**src/rtl/cordic_iter_core.sv**
```systemverilog
// Iterative CORDIC core: one micro-rotation per clock in rotation or vectoring mode,
// valid/ready on both sides, arctangent table built at elaboration.
module cordic_iter_core #(
  parameter int WIDTH = 16,
  parameter int ITERS = 16
) (
  input  logic                    clk,
  input  logic                    reset_n,
  input  logic                    in_valid,
  output logic                    in_ready,
  input  logic                    in_mode,
  input  logic signed [WIDTH+1:0] x_in,
  input  logic signed [WIDTH+1:0] y_in,
  input  logic signed [WIDTH+1:0] z_in,
  output logic                    out_valid,
  input  logic                    out_ready,
  output logic signed [WIDTH+1:0] x_out,
  output logic signed [WIDTH+1:0] y_out,
  output logic signed [WIDTH+1:0] z_out
);
  localparam int DW        = WIDTH + 2;
  localparam int CW        = (ITERS > 1) ? $clog2(ITERS) : 1;
  localparam int MAX_ITERS = (DW < 32) ? DW : 32;
  localparam logic [CW-1:0] LAST = CW'(ITERS - 1);

  if (ITERS < 1 || ITERS > MAX_ITERS) begin : g_bad_iters
    $error("cordic_iter_core: ITERS=%0d outside 1..%0d", ITERS, MAX_ITERS);
  end

  // atan(2^-i) in radians; beyond i=12 the odd-power series is exact to double precision.
  function automatic logic signed [DW-1:0] atan_q(input int i);
    real a;
    real t;
    t = 2.0 ** (-i);
    case (i)
      0:  a = 0.7853981633974483;
      1:  a = 0.4636476090008061;
      2:  a = 0.24497866312686414;
      3:  a = 0.12435499454676144;
      4:  a = 0.06241880999595735;
      5:  a = 0.031239833430268277;
      6:  a = 0.015623728620476831;
      7:  a = 0.007812341060101111;
      8:  a = 0.0039062301319669718;
      9:  a = 0.0019531225164788188;
      10: a = 0.0009765621895593195;
      11: a = 0.0004882812111948983;
      12: a = 0.00024414062014936177;
      default: a = t - (t * t * t) / 3.0 + (t * t * t * t * t) / 5.0;
    endcase
    return DW'(longint'(a * (2.0 ** WIDTH)));
  endfunction

  typedef enum logic [1:0] {IDLE, RUN, DONE} state_e;

  state_e               state_q, state_d;
  logic [CW-1:0]        cnt_q, cnt_d;
  logic                 mode_q, mode_d;
  logic signed [DW-1:0] x_q, y_q, z_q;
  logic signed [DW-1:0] x_d, y_d, z_d;
  logic signed [DW-1:0] x_sh, y_sh, atan_i;
  logic                 d_pos;
  logic signed [DW-1:0] atan_tab [2**CW];

  for (genvar g = 0; g < 2**CW; g++) begin : g_atan
    localparam logic signed [DW-1:0] ATAN_G = atan_q(g);
    assign atan_tab[g] = ATAN_G;
  end

  assign x_sh   = x_q >>> cnt_q;
  assign y_sh   = y_q >>> cnt_q;
  assign atan_i = atan_tab[cnt_q];
  // Rotation steers z toward 0, vectoring steers y toward 0.
  assign d_pos  = mode_q ? y_q[DW-1] : ~z_q[DW-1];

  assign in_ready  = (state_q == IDLE) && reset_n;
  assign out_valid = (state_q == DONE);
  assign x_out     = x_q;
  assign y_out     = y_q;
  assign z_out     = z_q;

  always_comb begin
    state_d = state_q;
    cnt_d   = cnt_q;
    mode_d  = mode_q;
    x_d     = x_q;
    y_d     = y_q;
    z_d     = z_q;
    case (state_q)
      IDLE: begin
        if (in_valid && in_ready) begin
          mode_d  = in_mode;
          x_d     = x_in;
          y_d     = y_in;
          z_d     = z_in;
          cnt_d   = '0;
          state_d = RUN;
        end
      end
      RUN: begin
        if (d_pos) begin
          x_d = x_q - y_sh;
          y_d = y_q + x_sh;
          z_d = z_q - atan_i;
        end else begin
          x_d = x_q + y_sh;
          y_d = y_q - x_sh;
          z_d = z_q + atan_i;
        end
        cnt_d = cnt_q + 1'b1;
        if (cnt_q == LAST) state_d = DONE;
      end
      DONE: begin
        if (out_ready) state_d = IDLE;
      end
      default: state_d = IDLE;
    endcase
  end

  always_ff @(posedge clk) begin
    if (!reset_n) begin
      state_q <= IDLE;
      cnt_q   <= '0;
      mode_q  <= 1'b0;
      x_q     <= '0;
      y_q     <= '0;
      z_q     <= '0;
    end else begin
      state_q <= state_d;
      cnt_q   <= cnt_d;
      mode_q  <= mode_d;
      x_q     <= x_d;
      y_q     <= y_d;
      z_q     <= z_d;
    end
  end
endmodule

```
**config.mk**
```make
export PLATFORM = sky130hd
export DESIGN_NAME = cordic_iter_core
export DESIGN_NICKNAME = d
export VERILOG_FILES = /design/src/rtl/cordic_iter_core.sv
export SDC_FILE = /design/constraint.sdc
export NUM_CORES = 1
export LEC_CHECK = 0
export BUFFER_PORTS_ARGS = -buffer_cell sky130_fd_sc_hd__buf_2
export CAP_MARGIN = 20
export CORE_ASPECT_RATIO = 0.8
export CORE_MARGIN = 2
export CORE_UTILIZATION = 48
export DETAILED_ROUTE_END_ITERATION = 7
export PLACE_DENSITY = 0.72
export SLEW_MARGIN = 20
export SYNTH_ARGS = -nofsm -noshare
export SYNTH_HDL_FRONTEND = slang
export SYNTH_SLANG_ARGS = --single-unit
```
**constraint.sdc**
```tcl
create_clock -name clk -period 11.5 [get_ports clk]
set_input_delay 1.725 -clock clk [delete_from_list [all_inputs] [get_ports clk]]
set_output_delay 1.725 -clock clk [all_outputs]
set_load 0.02 [all_outputs]
```
# Word-level counts from Yosys, hierarchy flattened
# Memories as Yosys holds them, arrays and structs flattened.
# Index checks and enable logic that the tools add are counted.
dict set report word_totals {
  output_inout_bits 56
  memories 1
  input_bits 59
  regBits 61
  mem_bits_ro 288
}
# name depth word_bits rd rd_ports_with_merged_regs write_ports line
set memory_table {}
lappend memory_table {{(name not given)} 16 18 1 0 0 72} ;# assign atan_i = atan_tab[cnt_q];
dict set report classes {
  n_mux 18
  n_eq_ne 6
  reduce_logical 7
  shifts 2
  addsub 7
  n_bitwise 2
  order_cmp 1
}
# op n
set op_table {}
lappend op_table {{$mux 18} 8}
lappend op_table {{$pmux 18 s2} 3}
lappend op_table {{$add 18x18->18} 3}
lappend op_table {{$sub 18x18->18} 3}
lappend op_table {{$sshr 18x4->18} 2}
lappend op_table {{$pmux 4 s2} 1}
lappend op_table {{$mux 2} 3}
lappend op_table {{$pmux 2 s3} 1}
lappend op_table {{$ge 5x5->1 const B} 1}
lappend op_table {{$not 4->5} 1}
lappend op_table {{$add 4x1->4 const B} 1}
lappend op_table {{$eq 4x4->1 const B} 1}
lappend op_table {{$mux 4} 1}
lappend op_table {{$ne 2x1->1 const B} 2}
lappend op_table {{$reduce_and 2->1} 2}
lappend op_table {{$reduce_and 3->1} 1}
lappend op_table {{$eq 2x1->1 const B} 1}
lappend op_table {{$eq 2x2->1 const B} 1}
lappend op_table {{$logic_and 1x1->1} 2}
lappend op_table {{$logic_not 2->1} 1}
lappend op_table {{$ne 2x2->1 const B} 1}
lappend op_table {{$reduce_bool 2->1} 1}
lappend op_table {{$mux 1} 1}
lappend op_table {{$not 1->1} 1}

# Depth between registers and ports, before layout
# Gate-level depths: netlist of the first run.
dict set report logic_depth {
  word_depth 7
  ltp_mapped 22
}

# Worst setup path before layout of the first run
# No wires, ideal clock.
dict set report synth_timing {
  path_kind {reg2reg}
  from {reg cnt_q[0]}
  to {reg y_q[16] (netlist: y_out[16])}
  stages_incl_launch_ff 21
  setup_ns 0.114
  n_path_buf 5
  required_time_ns 11.386
  arrival_time_ns 4.657
  setup_slack_ns 6.729
  path_cell_list {dfxtp_1 > buf_2 > buf_6 > buf_6 > buf_2 > buf_2 > mux2i_1 > nand2_1 > o21ai_0 > ha_1 > nand2_1 > o21ai_0 > fa_1 > a21o_1 > a21o_1 > a2111oi_1 > nor3_1 > nor4_1 > o31ai_1 > and3_1 > a2111oi_0}
}
dict set report synth_via {
  elab_chain_cells 4
  word_cells_on_any_way 5
}
# element line
set synth_lines {}
lappend synth_lines {{start: declaration} 57} ;# logic [CW-1:0] cnt_q, cnt_d;
lappend synth_lines {{start signal: assignment} 130} ;# cnt_q <= cnt_d;
lappend synth_lines {{$sshr 18x4->18 (*)} 70} ;# assign x_sh = x_q >>> cnt_q;
lappend synth_lines {{$sub 18x18->18 / $add 18x18->18 (equally long branches)} {107, 103}}
lappend synth_lines {{$mux 18 (*)} 101} ;# if (d_pos) begin
lappend synth_lines {{$pmux 18 s2 (*)} 89} ;# case (state_q)
lappend synth_lines {{end signal: assignment} 133} ;# y_q <= y_d;
lappend synth_lines {{end: declaration} 59} ;# logic signed [DW-1:0] x_q, y_q, z_q;
# Every way passes the cells marked *; elsewhere a longest branch is shown, timed or not.
# A chain may end at the register's enable or synchronous reset.

# Worst setup path after layout of the first run
dict set report layout_timing {
  from {reg cnt_q[3]}
  to {reg y_q[16] (netlist: y_out[16])}
}
# The elaborated chain is that of the path after synthesis.

==> results of run 1 <==
-- per-layer routing --
layer / track usage, % / up-vias / wire length (um)
met5: 0 / - / 0
met4: 6.67 / 0 / 369
met3: 7.02 / 31 / 2620
met2: 40.3 / 415 / 10300
met1: 45.6 / 3966 / 12500
li1: - / 4076 / -
-- cell type report --
class                           instances  share of cell area (%)
Timing Repair Buffer                  127                    7.39
Sequential cell                        61                    13.6
Clock inverter                          3                   0.222
Tap cell                              220                    3.05
Multi-Input combinational cell        921                    72.0
Inverter                               22                   0.914
Clock buffer                           13                    2.88
-- state kept, by name, summed over array words and instances, names as in the netlist --
| register | flops |
|---|---|
| state_q | 2 |
| x_out | 18 |
| mode_q | 1 |
| cnt_q | 4 |
| z_out | 18 |
| y_out | 18 |
-- path summary, 6_finish.rpt --
check | start | end | slack, ns | cells past startpoint
hold reg to reg | mode_q$_SDFFE_PN0P_ | mode_q$_SDFFE_PN0P_ | 0.51 | 2
setup reg to reg | cnt_q[3]$_SDFFE_PN0P_ | y_out[16]$_SDFFE_PN0P_ | 5.69 | 17
hold / removal | mode_q$_SDFFE_PN0P_ | mode_q$_SDFFE_PN0P_ | 0.51 | 2
setup / recovery | cnt_q[3]$_SDFFE_PN0P_ | y_out[16]$_SDFFE_PN0P_ | 5.69 | 17
-- worst min-delay path, cell delays in order, from the launching register on --
cell and delay [ns]:
dfxtp_1 0.34, nand3_1 0.08, nand2_1 0.05
-- synth_stat cells, types with 6 or more instances --
cell / instances / share of area (%)
or2_2: 7 / 0.54
a22oi_1: 8 / 0.74
a21o_1: 11 / 1.0
inv_1: 20 / 0.92
o21ai_0: 60 / 3.7
o211ai_1: 10 / 0.92
o21a_1: 9 / 0.83
ha_1: 62 / 9.6
and2_1: 10 / 0.77
buf_2: 16 / 0.99
nand3_1: 29 / 1.8
mux2_2: 11 / 1.5
nand4b_1: 6 / 0.65
or3_1: 6 / 0.46
xnor2_1: 53 / 5.7
nor3_1: 27 / 1.7
and3_1: 16 / 1.2
nor2_1: 95 / 4.4
mux4_2: 27 / 7.5
buf_6: 6 / 0.83
mux2i_1: 34 / 4.2
nand2b_1: 20 / 1.5
a311oi_1: 25 / 2.7
xor2_1: 25 / 2.7
clkbuf_1: 41 / 1.9
a211oi_1: 13 / 1.2
o31ai_1: 11 / 1.0
nor2b_1: 10 / 0.77
a21oi_1: 71 / 4.4
nand2_1: 167 / 7.7
dfxtp_1: 61 / 15
-- power breakdown --
group / switching (mW) / leakage [nW] / internal [mW] / total, mW
clock network: 0.107 / 0.132 / 0.157 / 0.265
registers: 0.109 / 0.506 / 0.258 / 0.367
logic: 0.809 / 3.13 / 0.597 / 1.41
total: 1.03 / 3.77 / 1.01 / 2.04
-- cells by family (layout without fill, tap and decap cells) --
group	after synthesis	count (layout)	synth area share, %
mux	76	76	13.8
buf+inv	90	165	4.96
compound gates	283	283	23.5
xor+xnor	78	78	8.41
fa+ha+maj	65	65	10.3
simple gates	419	419	24.1
flops	61	61	15.0
-- stage by stage --
stage | std cells | util (%) | hold WS, ns | instance area [um2]
2_1_floorplan | 1072 | - | 0.460 | 8120
4_1_cts | 1367 | 54.6 | 0.502 | 9040
5_1_grt | 1367 | 54.6 | 0.536 | 9040
3_5_place_dp | 1351 | 52.9 | 0.494 | 8760
6_report | 1367 | 54.6 | 0.506 | 9040
3_3_place_gp | 1351 | 52.9 | 0.489 | 8760
==> impl_metrics.yaml, run 1 <==
global_routing:
  grt_pass1_vias: 7676
  grt-ovfl-total: 0
  antenna_found_initial: 0
  grt_pass1_wl_mm: 41.8
  track_usage_pct: 29.4
  grt_max_degree: 62
power_and_ir_drop:
  ir_drop_uv: 116
  power_leakage_nw: 3.77
  finalPower_mw: 2.04
  p_per_area_nw_per_um2: 226
die:
  die-width_um: 149
  ioPinCount: 115
  dieArea_um2: 18000
  dieHeight_um: 120
  core-area_um2: 16600
  start_util_pct: 49.1
  placementRows: 42
worst_setup_path:
  startpoint_type: "flop"
  endpoint_kind: "flop"
  cp.arrival_ns: 6.04
  path_class: "flop to flop"
  crit_chain: "buf_4 -> clkinv_1 -> mux2i_1 -> mux2_2 -> o21ai_0 -> ha_1 -> nand2_1 -> o21ai_0 -> fa_1 -> a21o_1 -> a21o_1 -> a2111oi_1 -> nor3_1 -> nor4_1 -> o31ai_1 -> and3_1 -> a2111oi_0"
  slowest_delay_ns: 0.69
  crit_fanout: 61
  slowest_stage: "nor4_1"
  critPathTopFamily: "compound AO/OA/AOI/OAI gates"
  required_ns: 11.73
  critPathBufInv: 2
clocking:
  htreeDepth: 3
  tritoncts: "built"
  holdBufCountCts: 0
  clk-insertion-delay-late_ns: 0.35
  cts.sinks: 61
  post_cts_buffers: 0
  clk_pin_slew_ns: 0.05
  clk_path_buf_depth: 2
  cts_made_buffers: 9
  clockRootBuffer: "clkbuf_16"
  cts-resized-gates: 0
detailed_routing:
  viasPerCell: 6.21
  via_count: 8488
  final_antenna_net_count: 0
  wl_mm: 25.8
  dr.pass1.iters: 5
  wl_per_cell_um: 18.9
  drt-initial-drc-count: 764
  drc: 0
placement:
  portBuffers: 114
  dp_slack_ns: 5.82
  dp_hpwl_mm: 19.1
  gp_congestion: 0.957
yosys:
  syn_avg_cell_area_um2: 7.57
  synthesis.area_um2: 8120
  async_reset_ff_share_pct: 0
  yosysSeqAreaShare_pct: 15.0
  yosysWarnings: 0
  ys_seq_elements: 61
  syn_nets: 1196
  yosysUniqueCellTypes: 79
  synth_flop_cell: "dfxtp_1"
  syn-instance-count: 1072
  synth_edf_count: 0
timing:
  worst_slack_ns: 5.69
  grt_setup_unrepaired: "false"
  max-slew-margin-rel_pct: 40.1
  final_max_slew_viol_count: 0
  tightest_slew_ns: 0.894
  fin_skew_ns: 0.00570
  hold_viol: 0
  min_period_over_period_pct: 50.5
  tns_ns: 0
  finalSetupViolCount: 0
  period_needed_ns: 5.81
  fmax_ghz: 0.172
cells_and_area:
  multiInputGateArea_um2: 6510
  final_common_cell: "nand2_1"
  final_cell_mix: "167 x nand2_1, 114 x buf_2, 95 x nor2_1, 70 x a21oi_1, 62 x ha_1"
  num-fill-cells: 1622
  final-seq-area_um2: 1220
  drive_gt1_share_pct: 18.1
  antenna_cells: 0
  area.growth.synth_to_final_pct: 11.3
  num-nets-final: 1266
hold_path:
  hold_path_class: "flop to flop"
status:
  outcome: "complete, no violations"
flow_run:
  cap_viol_max_count: 0
Power figures use the tool's default switching activity.
==> run 2: changes to the inputs <==
--- a/config.mk
+++ b/config.mk
@@ -11,7 +11,7 @@
 export CORE_MARGIN = 2
 export CORE_UTILIZATION = 48
 export DETAILED_ROUTE_END_ITERATION = 7
-export PLACE_DENSITY = 0.72
+export PLACE_DENSITY = 0.74
 export SLEW_MARGIN = 20
 export SYNTH_ARGS = -nofsm -noshare
 export SYNTH_HDL_FRONTEND = slang
==> constraint.sdc (replaced) <==
create_clock -name clk -period 5 [get_ports clk]
set_input_delay 0.75 -clock clk [delete_from_list [all_inputs] [get_ports clk]]
set_output_delay 0.75 -clock clk [all_outputs]
set_load 0.02 [all_outputs]
==> impl_metrics.yaml, run 2 (synthesis results as in run 1) <==
status:
  outcome: "complete, no violations"
worst_setup_path:
  path_class: "flop to flop"
  critPathBufInv: 5
  cp.arrival_ns: 4.97
  reg2reg_to: "y_out[16]$_SDFFE_PN0P_"
  r2r_cells: 19
  slowest_delay_ns: 0.53
  startpoint_type: "flop"
  required_ns: 5.22
  crit_fanout: 22
  crit_path_frequent_cell: "buf_4"
  crit_chain: "buf_4 -> buf_4 -> mux4_2 -> mux2_2 -> o32ai_1 -> buf_4 -> and2_1 -> nor2_1 -> xnor2_1 -> ha_1 -> or3_1 -> o21ai_0 -> nor3_1 -> buf_4 -> nor4_1 -> buf_4 -> o31ai_1 -> and3_1 -> a2111oi_1"
  slowest_stage: "mux4_2"
  endpoint_kind: "flop"
  critPathTopFamily: "simple AND/OR/NAND/NOR gates"
  r2r_slack_ns: 0.24
  r2r_start: "cnt_q[1]$_SDFFE_PN0P_"
detailed_routing:
  final_antenna_net_count: 0
  drt-initial-drc-count: 909
  viasPerCell: 6.29
  via_count: 9042
  drc: 0
  wl_per_cell_um: 20.4
  dr.pass1.iters: 5
  wl_mm: 29.3
die:
  placementRows: 42
  dieArea_um2: 18000
  ioPinCount: 115
  core-area_um2: 16600
  dieHeight_um: 120
  die-width_um: 149
  start_util_pct: 49.1
power_and_ir_drop:
  p_comb_share_pct: 71.6
  internal_power_mw: 2.62
  seqPwrFrac_pct: 15.0
  p_sw_mw: 2.56
  finalPower_mw: 5.18
  clockPowerShare_pct: 13.5
  ir_drop_uv: 316
  power_leakage_nw: 4.18
  p_sw_share_pct: 49.5
  p_per_area_nw_per_um2: 532
clocking:
  clk_path_buf_depth: 2
  tritoncts: "built"
  htreeDepth: 3
  cts_made_buffers: 9
  cts.sinks: 61
  clockRootBuffer: "clkbuf_16"
  holdBufCountCts: 0
  clk_pin_slew_ns: 0.06
  clk-insertion-delay-late_ns: 0.35
cells_and_area:
  num-nets-final: 1337
  final_cells: 1438
  final_cell_mix: "167 x nand2_1, 114 x buf_2, 95 x nor2_1, 82 x buf_4, 70 x a21oi_1"
  final-seq-area_um2: 1230
  multiInputGateArea_um2: 6590
  final_common_cell: "nand2_1"
  drive_gt1_share_pct: 24.2
  utilization_pct: 58.8
  antenna_cells: 0
  final_area_um2: 9730
  num-fill-cells: 1566
  area.growth.synth_to_final_pct: 19.8
global_routing:
  antenna_found_initial: 0
  grt_max_degree: 45
  grt_pass1_vias: 7932
  grt_pass1_wl_mm: 44.6
  grt-ovfl-total: 0
  track_usage_pct: 31.8
placement:
  placed_area_um2: 9190
  portBuffers: 114
  dp_slack_ns: -0.100
  dp.cells: 1408
  gp_congestion: 1.01
  dp_hpwl_mm: 22.2
timing:
  grt_setup_unrepaired: "false"
  tightest_slew_ns: 0.877
  period_needed_ns: 4.76
  tns_ns: 0
  finalSetupViolCount: 0
  hold_ws_ns: 0.499
  min_period_over_period_pct: 95.1
  final_max_slew_viol_count: 0
  max-slew-margin-rel_pct: 41.4
  fmax_ghz: 0.210
  fin_skew_ns: 0.00994
  worst_slack_ns: 0.243
  hold_viol: 0
hold_path:
  min_from: "mode_q$_SDFFE_PN0P_"
  hold_path_class: "flop to flop"
  min_path_cells: 2
  holdPathEnd: "mode_q$_SDFFE_PN0P_"
flow_run:
  cap_viol_max_count: 0
run 2: final cells by class:
type	count	share of cell area [%]
Clock buffer	9	2.31
Tap cell	220	2.83
Sequential cell	61	12.7
Inverter	22	0.887
Clock inverter	7	0.926
Timing Repair Buffer	198	12.6
Multi-Input combinational cell	921	67.8
run 2: how the worst max path moves through the flow:
stage / startpoint / endpoint / cells after the start
2_1_floorplan: cnt_q[0]$_SDFFE_PN0P_ / y_out[16]$_SDFFE_PN0P_ / 20
3_3_place_gp: cnt_q[1]$_SDFFE_PN0P_ / x_out[15]$_SDFFE_PN0P_ / 20
3_5_place_dp: cnt_q[1]$_SDFFE_PN0P_ / x_out[15]$_SDFFE_PN0P_ / 20
4_1_cts: cnt_q[0]$_SDFFE_PN0P_ / y_out[16]$_SDFFE_PN0P_ / 17
5_1_grt: cnt_q[1]$_SDFFE_PN0P_ / x_out[15]$_SDFFE_PN0P_ / 20
6_report: cnt_q[1]$_SDFFE_PN0P_ / y_out[16]$_SDFFE_PN0P_ / 19
run 2: tightest hold or removal path, delay by kind of cell (launching register included):
family | cells | cell delay [ns]
flip-flops | 1 | 0.33
AND/OR/NAND/NOR | 2 | 0.12
run 2: metal layers:
| layer | part of all wire (%) | GRT usage [%] | wire [um] | vias to the layer above |
|---|---|---|---|---|
| li1 | - | - | - | 4221 |
| met1 | 47 | 49.5 | 13800 | 4307 |
| met2 | 40 | 43.0 | 11700 | 483 |
| met3 | 12 | 9.28 | 3460 | 31 |
| met4 | 1.2 | 5.71 | 341 | 0 |
| met5 | 0 | 0 | 0 | - |
run 2: power groups by stage:
stage               logic (mW)  clock network, mW  registers, mW
global route              4.01              0.718          0.780
finish                    3.70              0.698          0.775
floorplan                 2.41                  0          0.845
CTS                       3.49              0.698          0.762
global placement          3.42                  0          0.773
detailed placement        3.46                  0          0.773
run 2: what timing repair did:
| action | 4_1_cts | 5_1_grt |
|---|---|---|
| buffers inserted | 2 | 12 |
| endpoints found under the setup margin | 3 | 12 |
| resized for setup | 1 | 22 |
| pin swaps | 0 | 3 |
| gates cloned | 0 | 0 |
==> run 3: changes to the inputs <==
--- a/config.mk
+++ b/config.mk
@@ -7,11 +7,13 @@
 export LEC_CHECK = 0
 export BUFFER_PORTS_ARGS = -buffer_cell sky130_fd_sc_hd__buf_2
 export CAP_MARGIN = 20
+export CELL_PAD_IN_SITES_DETAIL_PLACEMENT = 1
+export CELL_PAD_IN_SITES_GLOBAL_PLACEMENT = 1
 export CORE_ASPECT_RATIO = 0.8
 export CORE_MARGIN = 2
-export CORE_UTILIZATION = 48
+export CORE_UTILIZATION = 39
 export DETAILED_ROUTE_END_ITERATION = 7
-export PLACE_DENSITY = 0.74
+export PLACE_DENSITY = 0.81
 export SLEW_MARGIN = 20
 export SYNTH_ARGS = -nofsm -noshare
 export SYNTH_HDL_FRONTEND = slang
==> impl_metrics.yaml, run 3 (synthesis results as in run 1) <==
worst_setup_path:
  crit_fanout: 16
  slowest_delay_ns: 0.53
  critPathBufInv: 1
  critPathTopFamily: "compound AO/OA/AOI/OAI gates"
  slowest_stage: "dfxtp_4"
  required_ns: 5.24
  worstSetupStartpoint: "cnt_q[0]$_SDFFE_PN0P_"
  startpoint_type: "flop"
  crit_chain: "buf_6 -> mux2_2 -> mux2i_1 -> o211ai_1 -> nor2_2 -> nand4_2 -> o31ai_1 -> xnor2_1 -> ha_1 -> a21oi_1 -> o21bai_1 -> a21oi_1 -> o31ai_1 -> and3_1 -> a2111oi_0"
  endpoint_kind: "flop"
  r2r_start: "cnt_q[0]$_SDFFE_PN0P_"
  path_class: "flop to flop"
  cp.arrival_ns: 5.03
global_routing:
  grt_pass1_wl_mm: 51.6
  grt_pass1_vias: 9038
  grt-ovfl-total: 0
  track_usage_pct: 30.4
  grt_max_degree: 51
  antenna_found_initial: 0
detailed_routing:
  dr.pass1.iters: 5
  via_count: 9144
  wl_mm: 33.9
  viasPerCell: 6.21
  final_antenna_net_count: 0
  wl_per_cell_um: 23.0
  drt-initial-drc-count: 864
  drc: 0
cells_and_area:
  area.growth.synth_to_final_pct: 19.6
  num-fill-cells: 2603
  num-nets-final: 1323
  multiInputGateArea_um2: 6600
  antenna_cells: 0
  final_cell_mix: "167 x nand2_1, 114 x buf_2, 93 x nor2_1, 70 x a21oi_1, 65 x buf_4"
  final-seq-area_um2: 1230
  drive_gt1_share_pct: 23.3
  final_common_cell: "nand2_1"
timing:
  hold_ws_ns: 0.508
  tightest_slew_ns: 1.06
  max-slew-margin-rel_pct: 29.7
  min_period_over_period_pct: 95.8
  final_max_slew_viol_count: 0
  fmax_ghz: 0.209
  period_needed_ns: 4.79
  finalSetupViolCount: 0
  fin_skew_ns: 0.0105
  hold_viol: 0
power_and_ir_drop:
  p_comb_share_pct: 71.6
  clockPowerShare_pct: 13.9
  internal_power_mw: 2.59
  p_sw_share_pct: 50.9
  p_sw_mw: 2.68
  p_per_area_nw_per_um2: 543
  seqPwrFrac_pct: 14.5
  finalPower_mw: 5.27
  ir_drop_uv: 255
  power_leakage_nw: 4.11
die:
  core-area_um2: 20600
  start_util_pct: 39.5
  placementRows: 47
  ioPinCount: 115
  die-width_um: 165
  dieHeight_um: 133
  dieArea_um2: 22000
clocking:
  clk-insertion-delay-late_ns: 0.36
  htreeDepth: 3
  tritoncts: "built"
  clk_pin_slew_ns: 0.07
  holdBufCountCts: 0
  clockRootBuffer: "clkbuf_16"
  cts_made_buffers: 9
  cts.sinks: 61
  clk_path_buf_depth: 2
placement:
  portBuffers: 114
  dp_hpwl_mm: 25.3
  gp_congestion: 0.983
status:
  outcome: "complete, no violations"
flow_run:
  cap_viol_max_count: 0
hold_path:
  min_from: "z_out[8]$_SDFFE_PN0P_"
  hold_path_class: "flop to flop"
[run 3: cell count changes in the layout (fill, tap and decap cells not counted), moves of 2 or more]
cell and delta:
o21ai_0 -2, o21ai_1 +3, buf_4 -17, clkinv_4 +2
clkinv_1 +2, nor2_1 -2, nor2_2 +2, clkinv_2 -2
mux2i_2 -2, clkinvlp_4 -2
[run 3: power by group through the flow]
stage | Combinational (mW) | Clock (mW) | Sequential [mW]
after floorplan | 2.41 | 0 | 0.845
after global placement | 3.46 | 0 | 0.760
after detailed placement | 3.57 | 0 | 0.766
after CTS | 3.62 | 0.732 | 0.756
after global routing | 4.11 | 0.746 | 0.773
final | 3.77 | 0.732 | 0.766
[run 3: what timing repair did]
action	4_1_cts	5_1_grt
setup endpoints to repair	2	15
pin swaps	0	5
buffers inserted	0	10
cloned	0	1
resized for setup	2	22
[run 3: path summary, 6_finish.rpt]
check	cells after the start	end	slack [ns]
max reg2reg	15	y_out[16]$_SDFFE_PN0P_	0.21
max	15	y_out[16]$_SDFFE_PN0P_	0.21
min	2	z_out[8]$_SDFFE_PN0P_	0.51
min reg2reg	2	z_out[8]$_SDFFE_PN0P_	0.51
[run 3: per-layer routing]
metal  track usage, %  wire length (um)
met4             6.42               435
met3             6.90              3090
met2             44.0             14500
met5                0                 0
met1             45.7             15900
[run 3: metrics by stage]
step / area [um2] / setup TNS [ns] / utilization, % / instances / setup WS, ns
6_report: 9710 / 0 / 47.2 / 1473 / 0.208
5_1_grt: 9710 / -0.154 / 47.2 / 1473 / -0.0692
3_3_place_gp: 9190 / 0 / 44.7 / 1446 / 0.0473
2_1_floorplan: 8120 / 0 / - / 1072 / 0.229
3_5_place_dp: 9190 / -0.101 / 44.7 / 1446 / -0.101
4_1_cts: 9520 / 0 / 46.3 / 1462 / 0.0336
[run 3: worst register-to-register path, delay by kind of cell (launching register included)]
family / cells / cell delay (ns)
AOI/OAI and AO/OA: 7 / 1.69
xor gates and xnor gates: 1 / 0.18
adders and majority gates: 1 / 0.31
buffers and inverters: 1 / 0.26
DFF: 1 / 0.53
muxes: 2 / 0.75
and+or+nand+nor: 3 / 0.95
[run 3: cell type report]
cell class | count | share of cell area [%]
Clock inverter | 7 | 1.02
Multi-Input combinational cell | 921 | 67.9
Sequential cell | 61 | 12.7
Inverter | 22 | 0.850
Timing Repair Buffer | 184 | 11.8
Clock buffer | 9 | 2.32
Tap cell | 269 | 3.47
